$ cat src/rtl/cbm2_kbd_pkg.sv
// CBM-II keyboard matrix: shared types, sizes and named key positions.
// Latency: n/a (declarations only).
// Backpressure: n/a.
package cbm2_kbd_pkg;

    localparam int KBD_COLS = 16;
    localparam int KBD_ROWS = 6;

    // Result of a scancode lookup: where the key lives in the matrix.
    typedef struct packed {
        logic       valid;
        logic [3:0] col;
        logic [2:0] row;
    } kbd_pos_t;

    typedef enum logic [1:0] {
        ST_IDLE,
        ST_LOOKUP,
        ST_APPLY
    } kbd_state_t;

    function automatic kbd_pos_t kpos(input logic [3:0] col, input logic [2:0] row);
        kbd_pos_t p;
        p.valid = 1'b1;
        p.col   = col;
        p.row   = row;
        return p;
    endfunction

    // Column 0-7 is driven by TPI2 PB0-7, column 8-15 by PA0-7.
    localparam kbd_pos_t KEY_ESC         = kpos(4'd0,  3'd1);
    localparam kbd_pos_t KEY_1           = kpos(4'd2,  3'd0);
    localparam kbd_pos_t KEY_2           = kpos(4'd3,  3'd0);
    localparam kbd_pos_t KEY_A           = kpos(4'd2,  3'd1);
    localparam kbd_pos_t KEY_S           = kpos(4'd3,  3'd1);
    localparam kbd_pos_t KEY_D           = kpos(4'd4,  3'd1);
    localparam kbd_pos_t KEY_Q           = kpos(4'd2,  3'd2);
    localparam kbd_pos_t KEY_W           = kpos(4'd3,  3'd2);
    localparam kbd_pos_t KEY_E           = kpos(4'd4,  3'd2);
    localparam kbd_pos_t KEY_Z           = kpos(4'd2,  3'd3);
    localparam kbd_pos_t KEY_X           = kpos(4'd3,  3'd3);
    localparam kbd_pos_t KEY_SPACE       = kpos(4'd6,  3'd5);
    localparam kbd_pos_t KEY_LSHIFT      = kpos(4'd8,  3'd4);
    localparam kbd_pos_t KEY_CTRL        = kpos(4'd8,  3'd5);
    localparam kbd_pos_t KEY_RETURN      = kpos(4'd10, 3'd3);
    localparam kbd_pos_t KEY_RSHIFT      = kpos(4'd11, 3'd4);
    localparam kbd_pos_t KEY_DEL         = kpos(4'd12, 3'd0);
    localparam kbd_pos_t KEY_KP8         = kpos(4'd13, 3'd2);
    localparam kbd_pos_t KEY_CRSR_UP     = kpos(4'd14, 3'd0);
    localparam kbd_pos_t KEY_CRSR_DOWN   = kpos(4'd14, 3'd1);
    localparam kbd_pos_t KEY_CRSR_LEFT   = kpos(4'd15, 3'd0);
    localparam kbd_pos_t KEY_CRSR_RIGHT  = kpos(4'd15, 3'd1);

endpackage

$ cat src/rtl/cbm2_kbd_map.sv
// PS/2 set-2 scancode {ext, code} to CBM-II matrix position ROM.
// Latency: 1 cycle, registered output; unmapped codes give valid=0.
// Backpressure: none, a new lookup is accepted every cycle.
module cbm2_kbd_map
    import cbm2_kbd_pkg::*;
(
    input  logic       clk_sys,
    input  logic       reset,
    input  logic       ext,
    input  logic [7:0] code,
    output kbd_pos_t   pos
);

    // Registered case-ROM; anything not listed resolves to an invalid position.
    always_ff @(posedge clk_sys) begin
        if (reset) begin
            pos <= '0;
        end else begin
            case ({ext, code})
                9'h076:  pos <= KEY_ESC;
                9'h016:  pos <= KEY_1;
                9'h01E:  pos <= KEY_2;
                9'h01C:  pos <= KEY_A;
                9'h01B:  pos <= KEY_S;
                9'h023:  pos <= KEY_D;
                9'h015:  pos <= KEY_Q;
                9'h01D:  pos <= KEY_W;
                9'h024:  pos <= KEY_E;
                9'h01A:  pos <= KEY_Z;
                9'h022:  pos <= KEY_X;
                9'h029:  pos <= KEY_SPACE;
                9'h012:  pos <= KEY_LSHIFT;
                9'h014:  pos <= KEY_CTRL;
                9'h05A:  pos <= KEY_RETURN;
                9'h059:  pos <= KEY_RSHIFT;
                9'h066:  pos <= KEY_DEL;
                9'h075:  pos <= KEY_KP8;
                9'h175:  pos <= KEY_CRSR_UP;
                9'h172:  pos <= KEY_CRSR_DOWN;
                9'h16B:  pos <= KEY_CRSR_LEFT;
                9'h174:  pos <= KEY_CRSR_RIGHT;
                default: pos <= '0;
            endcase
        end
    end

endmodule

$ cat src/rtl/cbm2_keyboard.sv
// CBM-II keyboard matrix emulation: PS/2 events -> 16x6 key matrix -> TPI2 row sense.
// Latency: event capture to row_n is 4 cycles (5 with CBM2_KBD_GHOST_EN); col_n to row_n 1 cycle (2).
// Backpressure: none; one pending event slot, newer event overwrites and sets sticky key_ovf.
module cbm2_keyboard
    import cbm2_kbd_pkg::*;
#(
    parameter int ROWS = KBD_ROWS,
    parameter int COLS = KBD_COLS
) (
    input  logic            clk_sys,
    input  logic            reset,
    input  logic [10:0]     ps2_key,
    input  logic [COLS-1:0] col_n,
    output logic [ROWS-1:0] row_n,
    output logic            key_ovf,
    output logic            busy
);

    logic                       tog_q;
    logic                       evt;
    logic                       pend_v;
    logic                       pend_make;
    logic                       pend_ext;
    logic [7:0]                 pend_code;
    logic                       work_make;
    logic                       work_ext;
    logic [7:0]                 work_code;
    kbd_state_t                 state_q;
    kbd_state_t                 state_d;
    logic                       take;
    logic                       apply;
    kbd_pos_t                   map_pos;
    logic [COLS-1:0][ROWS-1:0]  matrix;
    logic [ROWS-1:0]            hit;

    assign evt  = ps2_key[10] ^ tog_q;
    assign busy = (state_q != ST_IDLE);

    // Toggle tracking and the single pending-event slot; a fresh event always wins.
    always_ff @(posedge clk_sys) begin
        if (reset) begin
            tog_q     <= ps2_key[10];
            pend_v    <= 1'b0;
            pend_make <= 1'b0;
            pend_ext  <= 1'b0;
            pend_code <= '0;
            key_ovf   <= 1'b0;
        end else begin
            tog_q <= ps2_key[10];
            if (evt) begin
                pend_v    <= 1'b1;
                pend_make <= ps2_key[9];
                pend_ext  <= ps2_key[8];
                pend_code <= ps2_key[7:0];
                // Overwriting is only a loss when the FSM is not consuming the slot now.
                if (pend_v && !take) begin
                    key_ovf <= 1'b1;
                end
            end else if (take) begin
                pend_v <= 1'b0;
            end
        end
    end

    // FSM state register.
    always_ff @(posedge clk_sys) begin
        if (reset) begin
            state_q <= ST_IDLE;
        end else begin
            state_q <= state_d;
        end
    end

    // FSM next-state and strobes: IDLE -> LOOKUP -> APPLY, one cycle each.
    always_comb begin
        state_d = state_q;
        take    = 1'b0;
        apply   = 1'b0;
        case (state_q)
            ST_IDLE: begin
                if (pend_v) begin
                    take    = 1'b1;
                    state_d = ST_LOOKUP;
                end
            end
            ST_LOOKUP: state_d = ST_APPLY;
            ST_APPLY: begin
                apply   = 1'b1;
                state_d = ST_IDLE;
            end
            default: state_d = ST_IDLE;
        endcase
    end

    // Work register holds the event being processed while the slot refills.
    always_ff @(posedge clk_sys) begin
        if (reset) begin
            work_make <= 1'b0;
            work_ext  <= 1'b0;
            work_code <= '0;
        end else if (take) begin
            work_make <= pend_make;
            work_ext  <= pend_ext;
            work_code <= pend_code;
        end
    end

    cbm2_kbd_map u_map (
        .clk_sys (clk_sys),
        .reset   (reset),
        .ext     (work_ext),
        .code    (work_code),
        .pos     (map_pos)
    );

    // Matrix write: make presses, break releases; repeats are naturally idempotent.
    always_ff @(posedge clk_sys) begin
        if (reset) begin
            matrix <= '0;
        end else if (apply && map_pos.valid) begin
            for (int c = 0; c < COLS; c++) begin
                for (int r = 0; r < ROWS; r++) begin
                    if (map_pos.col == c[3:0] && map_pos.row == r[2:0]) begin
                        matrix[c][r] <= work_make;
                    end
                end
            end
        end
    end

`ifdef CBM2_KBD_GHOST_EN
    logic [ROWS-1:0] sel_rows;
    logic [COLS-1:0] effcol;
    logic [ROWS-1:0] hit_q;

    // One level of ghosting: a column sharing a pressed row with a driven column also conducts.
    always_comb begin
        sel_rows = '0;
        hit      = '0;
        for (int c = 0; c < COLS; c++) begin
            if (!col_n[c]) begin
                sel_rows = sel_rows | matrix[c];
            end
        end
        effcol = ~col_n;
        for (int c = 0; c < COLS; c++) begin
            if (|(matrix[c] & sel_rows)) begin
                effcol[c] = 1'b1;
            end
        end
        for (int c = 0; c < COLS; c++) begin
            if (effcol[c]) begin
                hit = hit | matrix[c];
            end
        end
    end

    // Two-stage row sense so the wider ghost cone has a full cycle.
    always_ff @(posedge clk_sys) begin
        if (reset) begin
            hit_q <= '0;
            row_n <= '1;
        end else begin
            hit_q <= hit;
            row_n <= ~hit_q;
        end
    end
`else
    // Ideal matrix: a row reads low if any driven column has that key pressed.
    always_comb begin
        hit = '0;
        for (int c = 0; c < COLS; c++) begin
            if (!col_n[c]) begin
                hit = hit | matrix[c];
            end
        end
    end

    // Registered active-low row sense.
    always_ff @(posedge clk_sys) begin
        if (reset) begin
            row_n <= '1;
        end else begin
            row_n <= ~hit;
        end
    end
`endif

endmodule

$ cat config.mk
export PLATFORM = sky130hd
export DESIGN_NAME = cbm2_keyboard
export DESIGN_NICKNAME = d
export VERILOG_FILES = /design/src/rtl/cbm2_kbd_pkg.sv /design/src/rtl/cbm2_kbd_map.sv /design/src/rtl/cbm2_keyboard.sv
export SDC_FILE = /design/constraint.sdc
export NUM_CORES = 1
export LEC_CHECK = 0
export CORE_UTILIZATION = 30
export DETAILED_ROUTE_END_ITERATION = 10
export MAX_ROUTING_LAYER = met4
export PLACE_DENSITY = 0.43
export SKIP_CTS_REPAIR_TIMING = 1
export SYNTH_ARGS = -nofsm -noshare
export SYNTH_HDL_FRONTEND = slang
export SYNTH_SLANG_ARGS = --single-unit
$ cat constraint.sdc
create_clock -name clk_sys -period 1.75 [get_ports clk_sys]
set_input_delay 0.35 -clock clk_sys [delete_from_list [all_inputs] [get_ports clk_sys]]
set_output_delay 0.35 -clock clk_sys [all_outputs]
set_load 0.02 [all_outputs]
### Word level (Yosys, flattened, before mapping)

Index checks and enable logic that the tools add are counted.

| word-level totals | value |
|---|---|
| bits in latches | 0 |
| output and inout bits | 8 |
| RAM bits | 0 |
| memories | 0 |
| bits in registers | 135 |
| memory bits (read-only) | 0 |
| logic and storage cells | 397 |
| bits of input ports | 29 |

| cells by class | value |
|---|---|
| equality and inequality tests | 45 |
| reduce and logical (&&, ||, !) cells | 201 |
| divide/modulo/power cells | 0 |
| bitwise gates (word level) | 17 |
| muxes and demuxes | 24 |
| order comparisons | 0 |
| multiply operators | 0 |
| $add $sub $neg | 0 |
| shift-type cells | 0 |

Operator list:

| kind | count |
|---|---|
| AND reduction 2 bit | 97 |
| case mux 8 bit (22 select lines) | 1 |
| logical AND 1 bit | 98 |
| two-way mux 6 bit | 16 |
| bitwise OR 6 bit | 15 |
| == test 9 x 5 -> 1 bit, second input constant | 9 |
| == test 9 x 7 -> 1 bit, second input constant | 5 |
| == test 9 x 6 -> 1 bit, second input constant | 4 |
| == test 9 bit, second input constant | 4 |
| == test 4 bit, second input constant | 8 |
| == test 4 x 3 -> 1 bit, second input constant | 4 |
| == test 4 x 2 -> 1 bit, second input constant | 2 |
| == test 3 x 2 -> 1 bit, second input constant | 2 |
| == test 3 bit, second input constant | 2 |
| inverter 6 bit | 1 |
| two-way mux 1 bit | 5 |
| == test 4 x 1 -> 1 bit, second input constant | 1 |
| logical NOT 4 bit | 1 |
| case mux 2 bit (2 select lines) | 1 |
| nonzero test 2 bit | 2 |
| == test 3 x 1 -> 1 bit, second input constant | 1 |
| logical NOT 3 bit | 1 |
| == test 2 x 1 -> 1 bit, second input constant | 1 |
| == test 2 bit, second input constant | 1 |
| other kinds (5) | 5 |

### Depth between registers and ports, before layout

| depth | value |
|---|---|
| depth in word-level cells | 32 |
| mapped depth | 7 |
| mapped depth without buffers | 5 |

### Cells and area by module

From an unflattened synthesis, not the netlist that was laid out.

| second synthesis, totals | value |
|---|---|
| cells, all modules | 779 |
| area total of the unflattened synthesis | 6812.8 um^2 |

By module, submodules not included:

| module | times used | area an instance (um^2) | cells each |
|---|---|---|---|
| cbm2_keyboard | 1 | 6033.3 | 676 |
| cbm2_kbd_map | 1 | 779.5 | 103 |

### Least setup slack after synthesis

Ideal clock, no wire load.

| timing | value |
|---|---|
| path type | register -> register |
| start | register state_q[1] |
| end | register matrix[21] (netlist bit) |
| setup slack | 0.016 ns |
| period minus slack after synthesis | 1.734 ns |
| stages on the path, launching flop included | 8 |
| data arrival time | 1.606 ns |
| data required time | 1.622 ns |
| cell sequence | dfxtp_1 > nand2b_4 > or4b_1 > buf_2 > buf_2 > nor2_1 > mux2i_1 > nor2_1 |

| between the ends | value |
|---|---|
| word-level cells in the longest chain between the ends | 4 |

Ends and longest elaborated chain:

| item | RTL line | RTL |
|---|---|---|
| from (decl) | cbm2_keyboard.sv:28 | `kbd_state_t state_q;` |
| from (signal assigned) | cbm2_keyboard.sv:70 | `state_q <= state_d;` |
| == test 2 bit | cbm2_keyboard.sv:79 | `case (state_q)` |
| two-way mux 1 bit | cbm2_keyboard.sv:79 |  |
| logical AND 1 bit | cbm2_keyboard.sv:120 | `end else if (apply && map_pos.valid) begin` |
| AND reduction 2 bit (no line) | n/a |  |
| to (signal, indexed assignment) | cbm2_keyboard.sv:124 | `matrix[c][r] <= work_make;` |
| to (decl) | cbm2_keyboard.sv:33 | `logic [COLS-1:0][ROWS-1:0] matrix;` |

Every way passes these cells.
A chain may end at the register's enable or synchronous reset.

### Final worst setup path

| timing | value |
|---|---|
| start | register state_q[0] |
| end | register matrix[33] (netlist bit) |

Same word-level chain as after synthesis.

==> run summary <==
Syn avg cell area: 8.25 um^2
Proportion of layout cells with a drive suffix above 1: 0.179
Synth top area cells: dfxtp_1, mux2i_1, nor2_1
Antenna Cells: 0
CP startpoint kind: register
Synth cell count leaders: nor2_1, dfxtp_1, nand2_1
# rows: 52
Fillers: 2056
Syn Std Cell Area: 0.00625 mm^2
R2r setup slk: 0.04 ns
Worst Tran Pin Value: 0.756 ns
Xor and xnor area share after synthesis: 0.00420
DP Area: 0.00740 mm^2
Root buffer cell: clkbuf_16
P_leak: 3.23 nW
Final wirelength: 19200 um
WL met1: 9550 um
Sequential-to-total area share from yosys stat: 0.432
Worst Hold Path EP: state_q[0]
Synth Flop Type: dfxtp_1
Hold Path Origin: reset
Synth unique cells: 44
Worst Hold Depth: 2
CP bufs+invs: 1
Vias: 5562
Critical path cell sequence: nand2b_4 > or4b_4 > clkbuf_16 > nor2_1 > mux2i_1 > nor2_1
CTS max path bufs: 2
CP peak stage delay: 0.55 ns
DRT iter0 DRCs: 462
Cell family with most CP delay: simple AND/OR/NAND/NOR gates
Core area: 0.0204 mm^2
GRT overflow: 0
Top sig layer: met4
Initial core utilization: 0.307
Router iterations before antenna repair: 5
Final Max Tran Viols: 0
Vias per cell: 4.94
Hpwl dp: 13800 um
Vias in the first global route: 5444
Max VDD drop: 0.550 mV
Launch point of the worst reg-to-reg path: state_q[0]
Initial antenna violation count: 0
Crit path time final: 1.71 ns
Worst Setup Path Type: reg2reg
Clk Latency, worst-skew pair: 0.43 ns
Reg2Reg Depth: 6
Combinational family with the most area after synthesis: simple AND/OR/NAND/NOR gates
Most used cell, CP: nor2_1
Nets@finish: 874
Multiplexer share of the synthesized area: 0.152
Fin worst setup slack: 0.0357 ns
Critical Path RT: 2.07 ns
Post-synthesis register bit count: 135
# setup viols final: 0
Clock tree from TritonCTS: built
Syn Inst Count: 758
P per Cell Area: 886 mW/mm^2
Num Clock Sinks: 135
Crit end category: register
Clk_skew: 0.00990 ns
Cell taking the most area after synthesis: dfxtp_1
Arrival time of the worst setup path: 2.04 ns
DIE WIDTH: 146 um
Ys async rst share: 0
Final hold vios: 0
Period utilization: 0.980
Highest clock rate: 0.583 GHz
Pre-CTS setup slack: -0.421 ns
Worst flop-to-flop path endpoint: matrix[33]
Synth Area in Adders: 0
Met3 wire length: 795 um
Total die area: 0.0214 mm^2
Most frequent cell after synthesis: nor2_1
Clock Pin Slew Worst Setup and Hold Paths: 0.06 ns
Largest net degree at the start of global routing: 52
GP Congestion: 0.870
RSZ-0062 raised after global routing: true
Status: finished clean
Post-synth EDFFs: 0
Hold Path Class: in2reg
Synth Area in Compound Gates: 0.125
TritonCTS buffer count: 17
Max_slew headroom: 0.493
Overall Global Routing Usage: 0.193
Syn nets: 787
Simple-gate portion of the synthesized area: 0.242
Detail Route Antenna Nets: 0
Avg WL per Cell: 17.0 um
Yosys warns: 0
# H-tree levels: 4
Cell area after layout: 0.00817 mm^2
CP max FO: 8
I/O pin total: 37
First-pass GRT wire length: 30800 um
Height of the die: 146 um
WL met2: 8660 um
Number of remaining DRC errors: 0
Synth top area share: 0.432
Layout area overhead: 30.7%
CP max stage cell: or4b_4
# port buffers: 36
Max cap viols: 0
[stage by stage]
stage               hold slack (ns)  std cells  power (mW)  utilization  setup TNS (ns)
detailed placement            0.446       1095        3.61        0.363           -2.82
floorplan                     0.378        758        3.38            -               0
global route                  0.406       1127        7.53        0.401          -0.126
global placement              0.443       1095        3.61        0.363           -2.77
finish                        0.382       1127        7.24        0.401               0
CTS                           0.377       1126        7.32        0.393          -0.399
[worst max-delay path by stage]
stage / startpoint / endpoint / slack [ns] / cells past startpoint
after floorplan: state_q[1] / matrix[21] / 0.02 / 7
after global placement: col_n[0] / row_n[5] / -0.37 / 6
after detailed placement: col_n[0] / row_n[0] / -0.42 / 6
after CTS: state_q[1] / busy / -0.36 / 4
after global routing: state_q[0] / matrix[21] / -0.03 / 6
final: state_q[0] / matrix[33] / 0.04 / 6
[area by class of cell]
type	count	area, um^2	area share
clock inverter	13	171	0.0210
timing repair buffer	116	1070	0.131
sequential	135	2710	0.331
multi-input combinational	553	3370	0.413
clock buffer	18	429	0.0525
tap	270	338	0.0413
inverter	22	82.6	0.0101
[power breakdown]
| group | internal [mW] | switching, mW | total (mW) |
|---|---|---|---|
| combinational | 0.177 | 0.233 | 0.411 |
| sequential | 3.10 | 0.0284 | 3.13 |
| clock | 2.25 | 1.44 | 3.70 |
[sequential cells by signal, indices dropped and copies added (netlist names)]
name,flops
matrix,96
pend_code,8
u_map.pos,8
work_code,8
row_n,6
state_q,2
key_ovf,1
pend_ext,1
pend_make,1
pend_v,1
tog_q,1
work_ext,1
work_make,1
[cells by family after synthesis]
logic type	count (synthesis)
xor+xnor	3
buf+inv	70
simple gates	347
compound gates	108
mux	95
flops	135
[metal layers]
metal,vias up,GRT usage
li1,2771,-
met1,2696,0.263
met2,82,0.291
met3,13,0.0375
met4,0,0.0469
met5,-,-
[cell usage in the layout (no fill, tap or decap), drive strengths merged, types with 3 or more instances in the layout]
master / synthesis / layout
nor3b: 3 / 3
nand3: 15 / 15
bufinv: 0 / 3
nor2: 165 / 165
nand2b: 6 / 6
nor4: 5 / 5
mux2i: 95 / 95
inv: 22 / 26
dfxtp: 135 / 135
nor2b: 16 / 16
a22o: 24 / 24
buf: 11 / 80
nand2: 109 / 109
nor3: 11 / 11
a221oi: 13 / 13
and2: 3 / 3
clkbuf: 37 / 20
a2111oi: 6 / 6
clkinv: 0 / 4
a21oi: 32 / 32
a31o: 6 / 6
clkdlybuf4s50: 0 / 29
dlymetal6s2s: 0 / 5
o21ai: 7 / 7
a221o: 6 / 6
a31oi: 8 / 8
Note: power is estimated with default switching activity, not from simulation.
